<file path="config.mk">
export PLATFORM = sky130hd
export DESIGN_NAME = reset_sequencer
export DESIGN_NICKNAME = d
export VERILOG_FILES = /design/src/rtl/reset_sequencer.sv
export SDC_FILE = /design/constraint.sdc
export NUM_CORES = 1
export LEC_CHECK = 0
export BUFFER_PORTS_ARGS = -buffer_cell sky130_fd_sc_hd__buf_4
export CAP_MARGIN = 5
export CORE_ASPECT_RATIO = 0.75
export CORE_MARGIN = 2
export CORE_UTILIZATION = 48
export DETAILED_ROUTE_END_ITERATION = 10
export PLACE_DENSITY_LB_ADDON = 0.08
export REMOVE_ABC_BUFFERS = 1
export SLEW_MARGIN = 10
export SYNTH_ARGS = -nofsm -noshare
export SYNTH_HDL_FRONTEND = slang
export SYNTH_SLANG_ARGS = --single-unit
</file>
<file path="constraint.sdc">
create_clock -name clk -period 3 [get_ports clk]
set_input_delay 0.3 -clock clk [delete_from_list [all_inputs] [get_ports clk]]
set_output_delay 0.3 -clock clk [all_outputs]
set_load 0.01 [all_outputs]
</file>
<file path="src/rtl/reset_sequencer.sv">
// Board-level reset sequencer: holds NUM_DOMAINS resets, then releases them one at a
// time in index order. A debounced button press or a software request re-arms it.
module reset_sequencer #(
   parameter int CLOCK_HZ        = 48000000,
   parameter int NUM_DOMAINS     = 3,
   parameter int HOLD_CYCLES     = 255,
   parameter int DEBOUNCE_CYCLES = 48000
) (
   input  logic                   clk,
   input  logic                   rst_n,
   input  logic                   btn_n,
   input  logic                   sw_req,
   output logic [NUM_DOMAINS-1:0] domain_rst,
   output logic                   all_released,
   output logic                   busy,
   output logic [2:0]             stage
);

   localparam int HW = $clog2(HOLD_CYCLES + 1);
   localparam int DW = $clog2(DEBOUNCE_CYCLES + 1);

   localparam logic [HW-1:0] HOLD_LOAD  = HW'(HOLD_CYCLES - 1);
   localparam logic [HW-1:0] HOLD_ONE   = HW'(1);
   localparam logic [DW-1:0] DEB_LAST   = DW'(DEBOUNCE_CYCLES - 1);
   localparam logic [DW-1:0] DEB_ONE    = DW'(1);
   localparam logic [3:0]    LAST_STAGE = 4'(NUM_DOMAINS);
   localparam logic [3:0]    STAGE_ONE  = 4'd1;

   if (CLOCK_HZ < 1 || NUM_DOMAINS < 1 || NUM_DOMAINS > 8 ||
       HOLD_CYCLES < 1 || DEBOUNCE_CYCLES < 1) begin : g_bad_params
      $error("reset_sequencer: parameter out of range");
   end

   typedef enum logic [1:0] {
      ST_ASSERT  = 2'd0,
      ST_RELEASE = 2'd1,
      ST_RUN     = 2'd2
   } state_t;

   logic [1:0]             sync_q, sync_d;
   logic                   deb_q, deb_d;
   logic [DW-1:0]          deb_cnt_q, deb_cnt_d;
   logic                   press_q, press_d;
   state_t                 state_q, state_d;
   logic [HW-1:0]          hold_q, hold_d;
   logic [3:0]             stage_q, stage_d;
   logic [NUM_DOMAINS-1:0] domain_rst_q, domain_rst_d;
   logic                   all_released_q, all_released_d;
   logic                   trigger;

   // Button: two-flop synchroniser, then a level must persist DEBOUNCE_CYCLES to be accepted
   always_comb begin
      sync_d    = {sync_q[0], btn_n};
      deb_d     = deb_q;
      deb_cnt_d = deb_cnt_q;
      if (sync_q[1] == deb_q) begin
         deb_cnt_d = '0;
      end else if (deb_cnt_q == DEB_LAST) begin
         deb_d     = sync_q[1];
         deb_cnt_d = '0;
      end else begin
         deb_cnt_d = deb_cnt_q + DEB_ONE;
      end
      press_d = deb_q & ~deb_d;
   end

   assign trigger = press_q | sw_req;

   // Trigger wins over a hold expiry in the same cycle
   always_comb begin
      state_d = state_q;
      hold_d  = hold_q;
      stage_d = stage_q;
      if (trigger) begin
         state_d = ST_ASSERT;
         hold_d  = HOLD_LOAD;
         stage_d = '0;
      end else begin
         case (state_q)
            ST_ASSERT, ST_RELEASE: begin
               if (hold_q == '0) begin
                  stage_d = stage_q + STAGE_ONE;
                  hold_d  = HOLD_LOAD;
                  state_d = (stage_d == LAST_STAGE) ? ST_RUN : ST_RELEASE;
               end else begin
                  hold_d = hold_q - HOLD_ONE;
               end
            end
            ST_RUN: begin
            end
            default: begin
               state_d = ST_ASSERT;
               hold_d  = HOLD_LOAD;
               stage_d = '0;
            end
         endcase
      end
      for (int k = 0; k < NUM_DOMAINS; k++) begin
         domain_rst_d[k] = (4'(k) >= stage_d);
      end
      all_released_d = (stage_d == LAST_STAGE);
   end

   always_ff @(posedge clk or negedge rst_n) begin
      if (!rst_n) begin
         sync_q         <= 2'b11;
         deb_q          <= 1'b1;
         deb_cnt_q      <= '0;
         press_q        <= 1'b0;
         state_q        <= ST_ASSERT;
         hold_q         <= HOLD_LOAD;
         stage_q        <= '0;
         domain_rst_q   <= '1;
         all_released_q <= 1'b0;
      end else begin
         sync_q         <= sync_d;
         deb_q          <= deb_d;
         deb_cnt_q      <= deb_cnt_d;
         press_q        <= press_d;
         state_q        <= state_d;
         hold_q         <= hold_d;
         stage_q        <= stage_d;
         domain_rst_q   <= domain_rst_d;
         all_released_q <= all_released_d;
      end
   end

   assign domain_rst   = domain_rst_q;
   assign all_released = all_released_q;
   assign busy         = ~all_released_q;
   // With eight domains the final count does not fit in three bits; it reads as 7
   assign stage        = (stage_q > 4'd7) ? 3'd7 : stage_q[2:0];

endmodule

</file>
* Word-level counts from Yosys, hierarchy flattened
Cells that the tools add are included.
** Word-level totals
- Bits in registers :: 38
- Input port bits :: 4
- Output and inout bits :: 8
- Word-level logic and storage cells :: 47
** Cells by class
- Add/subtract/negate cells :: 3
- Order comparisons :: 4
- Equality and inequality tests :: 8
- Mux-type cells :: 15
- Bitwise gates (word level) :: 4
- Reductions and logical operators :: 4
** Operators by type and width (number)
- 2-to-1 mux 16 bit :: 2
- adder 16 x 1 -> 16 bit, second input constant :: 1
- equality test 16 bit, second input constant :: 1
- 2-to-1 mux 8 bit :: 2
- case mux 8 bit (2 select lines) :: 1
- equality test 4 x 2 -> 1 bit, second input constant :: 2
- >= comparator 1 x 4 -> 1 bit, first input constant :: 2
- logical NOT 8 bit :: 1
- 2-to-1 mux 4 bit :: 2
- case mux 4 bit (2 select lines) :: 1
- subtractor 8 x 1 -> 8 bit, second input constant :: 1
- 2-to-1 mux 2 bit :: 3
- adder 4 x 1 -> 4 bit, second input constant :: 1
- >= comparator 2 x 4 -> 1 bit, first input constant :: 1
- greater-than comparator 4 x 3 -> 1 bit, second input constant :: 1
- case mux 2 bit (2 select lines) :: 1
- 2-to-1 mux 3 bit :: 1
- != test 3 bit, second input constant :: 1
- equality test 2 x 1 -> 1 bit, second input constant :: 1
- equality test 2 bit, second input constant :: 1
- logical NOT 2 bit :: 1
- 2-to-1 mux 1 bit :: 2
- != test 2 bit, second input constant :: 1
- inverter 1 bit :: 2
- 5 further kinds :: 5

* Longest topological paths before layout
Gate-level depths: netlist of run 1.
- Depth after elaboration :: 6
- Mapped depth :: 7
- Depth with buffers taken out :: 7

* Least setup slack after synthesis of run 1
No wires, ideal clock.
- Path kind :: register to register
- Start :: reg hold_q[0]
- End :: reg domain_rst_q[0], in the netlist domain_rst[0]
- Setup time :: 0.090 ns
- Data arrival time :: 1.889 ns
- Data required time :: 2.910 ns
- Slack :: 1.021 ns
- Stages on the path, launching flop included :: 7
- Path buffers :: 0
- Period minus slack after synthesis :: 1.979 ns
- Path through :: dfrtp_1 inv_1 ha_1 or3b_2 o31a_1 a32o_2 nor4_2
** Between the ends
- Word-level cells in the longest chain between the ends :: 5
** Ends and longest elaborated chain
- start, declared :: line 45 : logic [HW-1:0] hold_q, hold_d;
- start signal, assigned :: line 121 : hold_q <= hold_d;
- logical NOT 8 bit :: line 81 : if (hold_q == '0) begin
- 2-to-1 mux 4 bit :: line 81
- case mux 4 bit (2 select lines) :: line 79 : case (state_q)
- 2-to-1 mux 4 bit :: line 74 : if (trigger) begin
- via stage_d[2] :: line 46 : logic [3:0] stage_q, stage_d;
- >= comparator 1 x 4 -> 1 bit :: line 99 : domain_rst_d[k] = (4'(k) >= stage_d);
- via domain_rst_d[0] :: line 47 : logic [NUM_DOMAINS-1:0] domain_rst_q, domain_rst_d;
- end signal, assigned :: line 123 : domain_rst_q <= domain_rst_d;
- end, declared :: line 47
The timed path passes the listed nets, and every way through them passes these cells.
A chain may end at the register's enable or synchronous reset.

* Worst setup path after layout of run 1
- Start :: reg hold_q[0]
- End :: reg domain_rst_q[2], in the netlist domain_rst[2]
** Between the ends
- Word-level cells in the longest chain between the ends :: 5
** Ends and longest elaborated chain (line)
- logical NOT 8 bit :: 81
- 2-to-1 mux 4 bit :: 81
- case mux 4 bit (2 select lines) :: 79
- 2-to-1 mux 4 bit :: 74
- via stage_d[3] :: 46
- >= comparator 2 x 4 -> 1 bit :: 99
- via domain_rst_d[2] :: 47
The timed path passes the listed nets, and every way through them passes these cells.

==> results.yml, run 1 <==
global_routing:
  grt_first_pass_wirelength_mm: 6.19
  grt_pass1_vias: 1290
  grtUsageTotal_pct: 19.1
  grt_start_max_net_pins: 39
  overflow: 0
  antenna_found_initial: 0
timing:
  worstMarginPinSlew_ns: 0.695
  slew-limit-headroom_pct: 53.3
  hold_viol: 0
  slew_viol_final: 0
  setup_viol: 0
  finalSetupTns_ns: 0
  grt_setup_unrepaired: "false"
  clock_skew_ns: 0.00489
  fin_crit_sh_pct: 73.2
  fmax_mhz: 455
  min_period_ns: 2.20
place:
  dp_hpwl_mm: 2.48
  placed_cell_area_um2: 2020
  portBuffers: 11
  gp_congestion: 0.825
yosys:
  syn-mean-instance-area_um2: 10.6
  synthFlopType: "dfrtp_1"
  ys_types: 41
  synthCells: 175
  synth_edf_count: 0
  yosysWarnings: 0
  synth-async-reset-ratio_pct: 100
  ys_seq_area_share_pct: 52.1
  synth-seq-cells: 38
  syn_area_um2: 1860
clock_tree:
  cts-buffers-inserted: 5
  clk_path_buf_depth: 2
  cts_resized: 0
  clkTransAtPathRegs_ns: 0.07
  clkLatencyLatePin_ns: 0.28
  htree_levels: 2
  clock-sinks: 38
  post_cts_buffers: 0
  cts_tree: "built"
  cts_root_buf: "clkbuf_8"
routing:
  routed-wl-met2_mm: 1.39
  drt-initial-drc-count: 114
  routed-wl-met3_um: 164
  vias: 1358
  ant_nets: 0
  dr.pass1.iters: 4
  vias_per_cell: 5.50
  drc: 0
  routedWlPerCell_um: 13.9
  drt-met1-wl_mm: 1.83
  highest_layer: "met4"
  routed_wl_mm: 3.44
worst_setup_path:
  ff2ff_setup_slack_ns: 0.80
  end_kind: "flip-flop"
  startpoint_type: "flip-flop"
  reg2regPathDepth: 7
  path_cells: "inv_1, ha_1, or3b_2, o31a_1, a32oi_1, inv_1, a211oi_2"
  crit_buf_inv: 2
  crit_fanout: 7
  crit_type: "reg -> reg"
  cp.arrival_ns: 2.40
  cp_num_cells: 7
  r2r_start: "hold_q[0]"
  critPathSlowestCell: "or3b_2"
  crit_path_max_incr_delay_ns: 0.51
  worst_ep_required_time_ns: 3.20
  critPathTopFamily: "compound AO/OA/AOI/OAI gates"
  cp_common_cell: "inv_1"
  reg2reg_to: "domain_rst[2]"
cells_and_area:
  drive_gt1_share_pct: 23.6
  fin_area_um2: 2100
  area_growth_syn_to_layout_pct: 13.4
  fin_nets: 203
  diodes: 0
job:
  maxCapViolations: 0
die:
  initial_utilization_pct: 50.4
  rows: 19
  pin_count: 12
  coreArea_um2: 3680
  die_w_um: 75.8
  dieHeight_um: 57.8
  fp.dieArea_um2: 4380
power:
  p_leak_nw: 0.861
  vdd_drop_max_mv: 0.293
  power_density_nw_per_um2: 431
outcome:
  status: "complete, no violations"
worst_hold_path:
  hp-class: "in -> reg"
  min_to: "sync_q[0]"
  whs_path_depth: 1
  hold_start: "btn_n"
cells by family (layout without fill, tap and decap cells):
logic type                 Yosys count  in the layout  share of synthesized area, %
xor gates and xnor gates            20             20                          9.44
adders and majority gates            4              4                          2.70
and+or+nand+nor                     84             84                          24.9
buffers and inverters                8             28                          1.75
DFF                                 38             38                          52.1
muxes                                1              1                         0.607
AOI/OAI and AO/OA                   20             20                          8.43
how the worst max path moves through the flow:
stage / from / to / slack, ns
6_report: hold_q[0] / domain_rst[2] / 0.80
5_1_grt: hold_q[0] / domain_rst[2] / 0.62
4_1_cts: hold_q[0] / domain_rst[2] / 0.81
3_5_place_dp: hold_q[0] / domain_rst[2] / 0.85
3_3_place_gp: hold_q[0] / domain_rst[0] / 0.93
2_1_floorplan: hold_q[0] / domain_rst[0] / 1.02
placed cells by master, fill, tap and decap left out, types with 4 or more instances in the layout:
master	instances
or2_2	4
nor3_1	7
nand3_1	8
inv_1	6
dfrtp_1	25
nand2_1	14
dfstp_2	13
nor2_1	17
o21ai_0	4
nand4_1	7
buf_4	14
nor4_1	4
clkbuf_8	5
xnor2_1	13
ha_1	4
xor2_1	7
timing repair:
action                                  in CTS  in global routing
hold endpoints to repair                    25                  0
hold buffers                                 1                  0
endpoints found under the setup margin       0                  0
power breakdown:
| part | switching (mW) | internal (mW) | total [mW] |
|---|---|---|---|
| combinational | 0.0283 | 0.0197 | 0.0480 |
| clock | 0.164 | 0.156 | 0.320 |
| sequential | 0.0118 | 0.527 | 0.539 |
| total | 0.204 | 0.703 | 0.907 |
cell type report:
type | count | area [um^2]
tap | 52 | 65.1
fill | 322 | 1580
multi-input combinational | 129 | 856
timing repair buffer | 15 | 115
inverter | 6 | 22.5
clock buffer | 5 | 68.8
sequential | 38 | 967
clock inverter | 2 | 10.0
metrics by stage:
stage | power [mW] | instances | worst slack (ns) | hold slack (ns) | utilization (%)
floorplan | 0.571 | 173 | 1.02 | 0.00441 | -
global placement | 0.594 | 239 | 0.931 | 0.286 | 54.7
detailed placement | 0.595 | 239 | 0.845 | 0.289 | 54.7
CTS | 0.923 | 247 | 0.809 | 0.106 | 57.1
global route | 0.956 | 247 | 0.622 | 0.106 | 57.1
finish | 0.907 | 247 | 0.803 | 0.121 | 57.1
cells in the mapped netlist, types with 4 or more instances:
master    n  area share [%]
dfrtp_1  25              34
nor2_1   17             3.4
nand2_1  14             2.8
dfstp_2  13              18
xnor2_1  13             6.1
nand3_1   8             2.2
nand4_1   7             2.4
nor3_1    7             1.9
xor2_1    7             3.3
inv_1     6             1.2
ha_1      4             2.7
nor4_1    4             1.3
o21ai_0   4             1.1
or2_2     4             1.3
layer usage:
metal | global-route usage [%] | up-vias
met3 | 5.22 | 6
met2 | 25.0 | 32
met4 | 6.02 | 0
met5 | 0 | -
li1 | - | 663
met1 | 30.5 | 657
worst register-to-register path, delay by kind of cell, from the launching register on:
family                   cells  cell delay [ns]
buffers and inverters        2             0.20
AO/OA/AOI/OAI                3             0.81
adder cells (fa/ha/maj)      1             0.19
flip-flops                   1             0.41
AND/OR/NAND/NOR              1             0.51
flip-flops by register name, summed over array words and instances (netlist names):
register	flops
all_released	1
deb_cnt_q	16
deb_q	1
domain_rst	3
hold_q	8
press_q	1
stage_q	4
state_q	2
sync_q	2
(Power assumes the default switching activity.)
==> inputs of run 2 (changes only) <==
==> constraint.sdc (replaced) <==
create_clock -name clk -period 2.1 [get_ports clk]
set_input_delay 0.21 -clock clk [delete_from_list [all_inputs] [get_ports clk]]
set_output_delay 0.21 -clock clk [all_outputs]
set_load 0.01 [all_outputs]
==> run 2 against run 1 <==
  * Via count rose by 2.5%
  * Clock power rose by 140%
  * Cell count rose by 5.3%
  * Fmax rose by 8.2%
  * Clock skew fell by 0.0019 ns
  * Non-clock buffer count rose by 12
  * Worst hold slack got worse by 0.095 ns
  * Sequential power rose by 43%
  * Wire length rose by 9.7%
  * Clock-buffer cell count rose by 1
  * Critical path type unchanged
==> results.yml, run 2 (same netlist as run 1, synthesis figures left out) <==
outcome:
  status: "complete, no violations"
place:
  dp_hpwl_mm: 2.50
  gp_congestion: 0.827
  placed_cell_area_um2: 2070
  portBuffers: 11
  place_ws_ns: -0.00113
  dp.cells: 246
job:
  maxCapViolations: 0
die:
  die_w_um: 75.8
  rows: 19
  dieHeight_um: 57.8
  fp.dieArea_um2: 4380
  initial_utilization_pct: 50.4
  pin_count: 12
  coreArea_um2: 3680
power:
  vdd_drop_max_mv: 0.503
  p_leak_nw: 0.960
  power_density_nw_per_um2: 701
  finalPower_mw: 1.62
worst_setup_path:
  crit_type: "reg -> reg"
  worst_ep_required_time_ns: 2.31
  r2r_start: "hold_q[0]"
  crit_start: "hold_q[0]"
  end_kind: "flip-flop"
  crit_fanout: 5
  cp.arrival_ns: 2.24
  startpoint_type: "flip-flop"
cells_and_area:
  postLayoutCoreUtil_pct: 62.6
  fin_area_um2: 2310
  final_cell_mix: "26 x buf_4, 25 x dfrtp_1, 17 x nor2_1, 14 x nand2_1"
  fin_nets: 215
  drive_gt1_share_pct: 31.3
  area_growth_syn_to_layout_pct: 24.3
  reg_top3: "deb_cnt_q x16, hold_q x8, stage_q x4"
  largest_reg_flops: 16
  fillers: 305
  diodes: 0
  largest-register: "deb_cnt_q"
  stdcell_count: 260
  final_common_cell: "buf_4"
routing:
  vias_per_cell: 5.35
  dr.pass1.iters: 4
  ant_nets: 0
  vias: 1392
  drc: 0
  routed_wl_mm: 3.77
  drt-initial-drc-count: 93
  routedWlPerCell_um: 14.5
timing:
  fin_ws_ns: 0.0689
  finalSetupTns_ns: 0
  slew_viol_final: 0
  min_period_ns: 2.03
  slew-limit-headroom_pct: 69.2
  setup_viol: 0
  worstMarginPinSlew_ns: 0.462
  fin_crit_sh_pct: 96.7
  hold_viol: 0
  fmax_mhz: 492
  grt_setup_unrepaired: "true"
  holdWs_ns: 0.0257
  clock_skew_ns: 0.00301
global_routing:
  grtUsageTotal_pct: 19.7
  overflow: 0
  grt_pass1_vias: 1318
  grt_first_pass_wirelength_mm: 6.33
  antenna_found_initial: 0
  grt_start_max_net_pins: 39
clock_tree:
  clkLatencyLatePin_ns: 0.29
  htree_levels: 2
  cts_root_buf: "clkbuf_8"
  clkTransAtPathRegs_ns: 0.07
  clock-sinks: 38
  cts_tree: "built"
  cts-buffers-inserted: 5
  clk_path_buf_depth: 2
worst_hold_path:
  hp-class: "in -> reg"
  hold_start: "btn_n"
-- run 2: cell types whose count changed in the layout (fill, tap and decap cells not counted), sizes merged --
| cell | previous run | this run |
|---|---|---|
| bufinv | 0 | 2 |
| buf | 14 | 26 |
| clkinv | 2 | 0 |
| clkbuf | 5 | 6 |
-- run 2: power by group --
part	internal (mW)	leakage, nW	switching (mW)	total [mW]
clock	0.507	0.0714	0.257	0.763
combinational	0.0379	0.407	0.0455	0.0833
sequential	0.753	0.482	0.0169	0.770
total	1.30	0.960	0.319	1.62
-- run 2: critical path, stage by stage, from the launching register on --
cell and delay (ns):
dfrtp_1 0.40, inv_1 0.10, ha_4 0.15, or3b_4 0.40
o31a_1 0.32, a32o_2 0.31, buf_4 0.15, a211oi_2 0.13
-- run 2: final cells by class --
class	count	area, um^2	share of cell area (%)
Clock inverter	2	60.1	2.60
Inverter	6	22.5	0.977
Clock buffer	6	82.6	3.58
Timing Repair Buffer	27	205	8.90
Tap cell	52	65.1	2.82
Multi-Input combinational cell	129	903	39.2
Sequential cell	38	967	41.9
-- run 2: worst paths after layout --
path	endpoint	slack, ns	cells after the start
setup / recovery	domain_rst[2]	0.07	7
hold / removal	sync_q[0]	0.03	1
setup reg to reg	domain_rst[2]	0.07	7
hold reg to reg	sync_q[1]	0.36	0
max in group asynchronous	hold_q[3]	1.33	2
min in group asynchronous	deb_cnt_q[2]	0.41	2
-- run 2: metal layers --
metal	up-vias	track usage [%]	routed length, um	part of all wire [%]
met5	-	0	0	0
met1	677	29.6	1900	50
li1	692	-	-	-
met4	0	6.77	41	1.1
met3	5	5.57	114	3.0
met2	18	27.3	1720	46
-- run 2: what timing repair did --
item | 4_1_cts | 5_1_grt
endpoints found under the setup margin | 2 | 5
gates resized for setup | 5 | 4
pin swaps | 3 | 5
endpoints found under the hold margin | 25 | 0
hold buffers | 1 | 0
setup buffers | 3 | 2
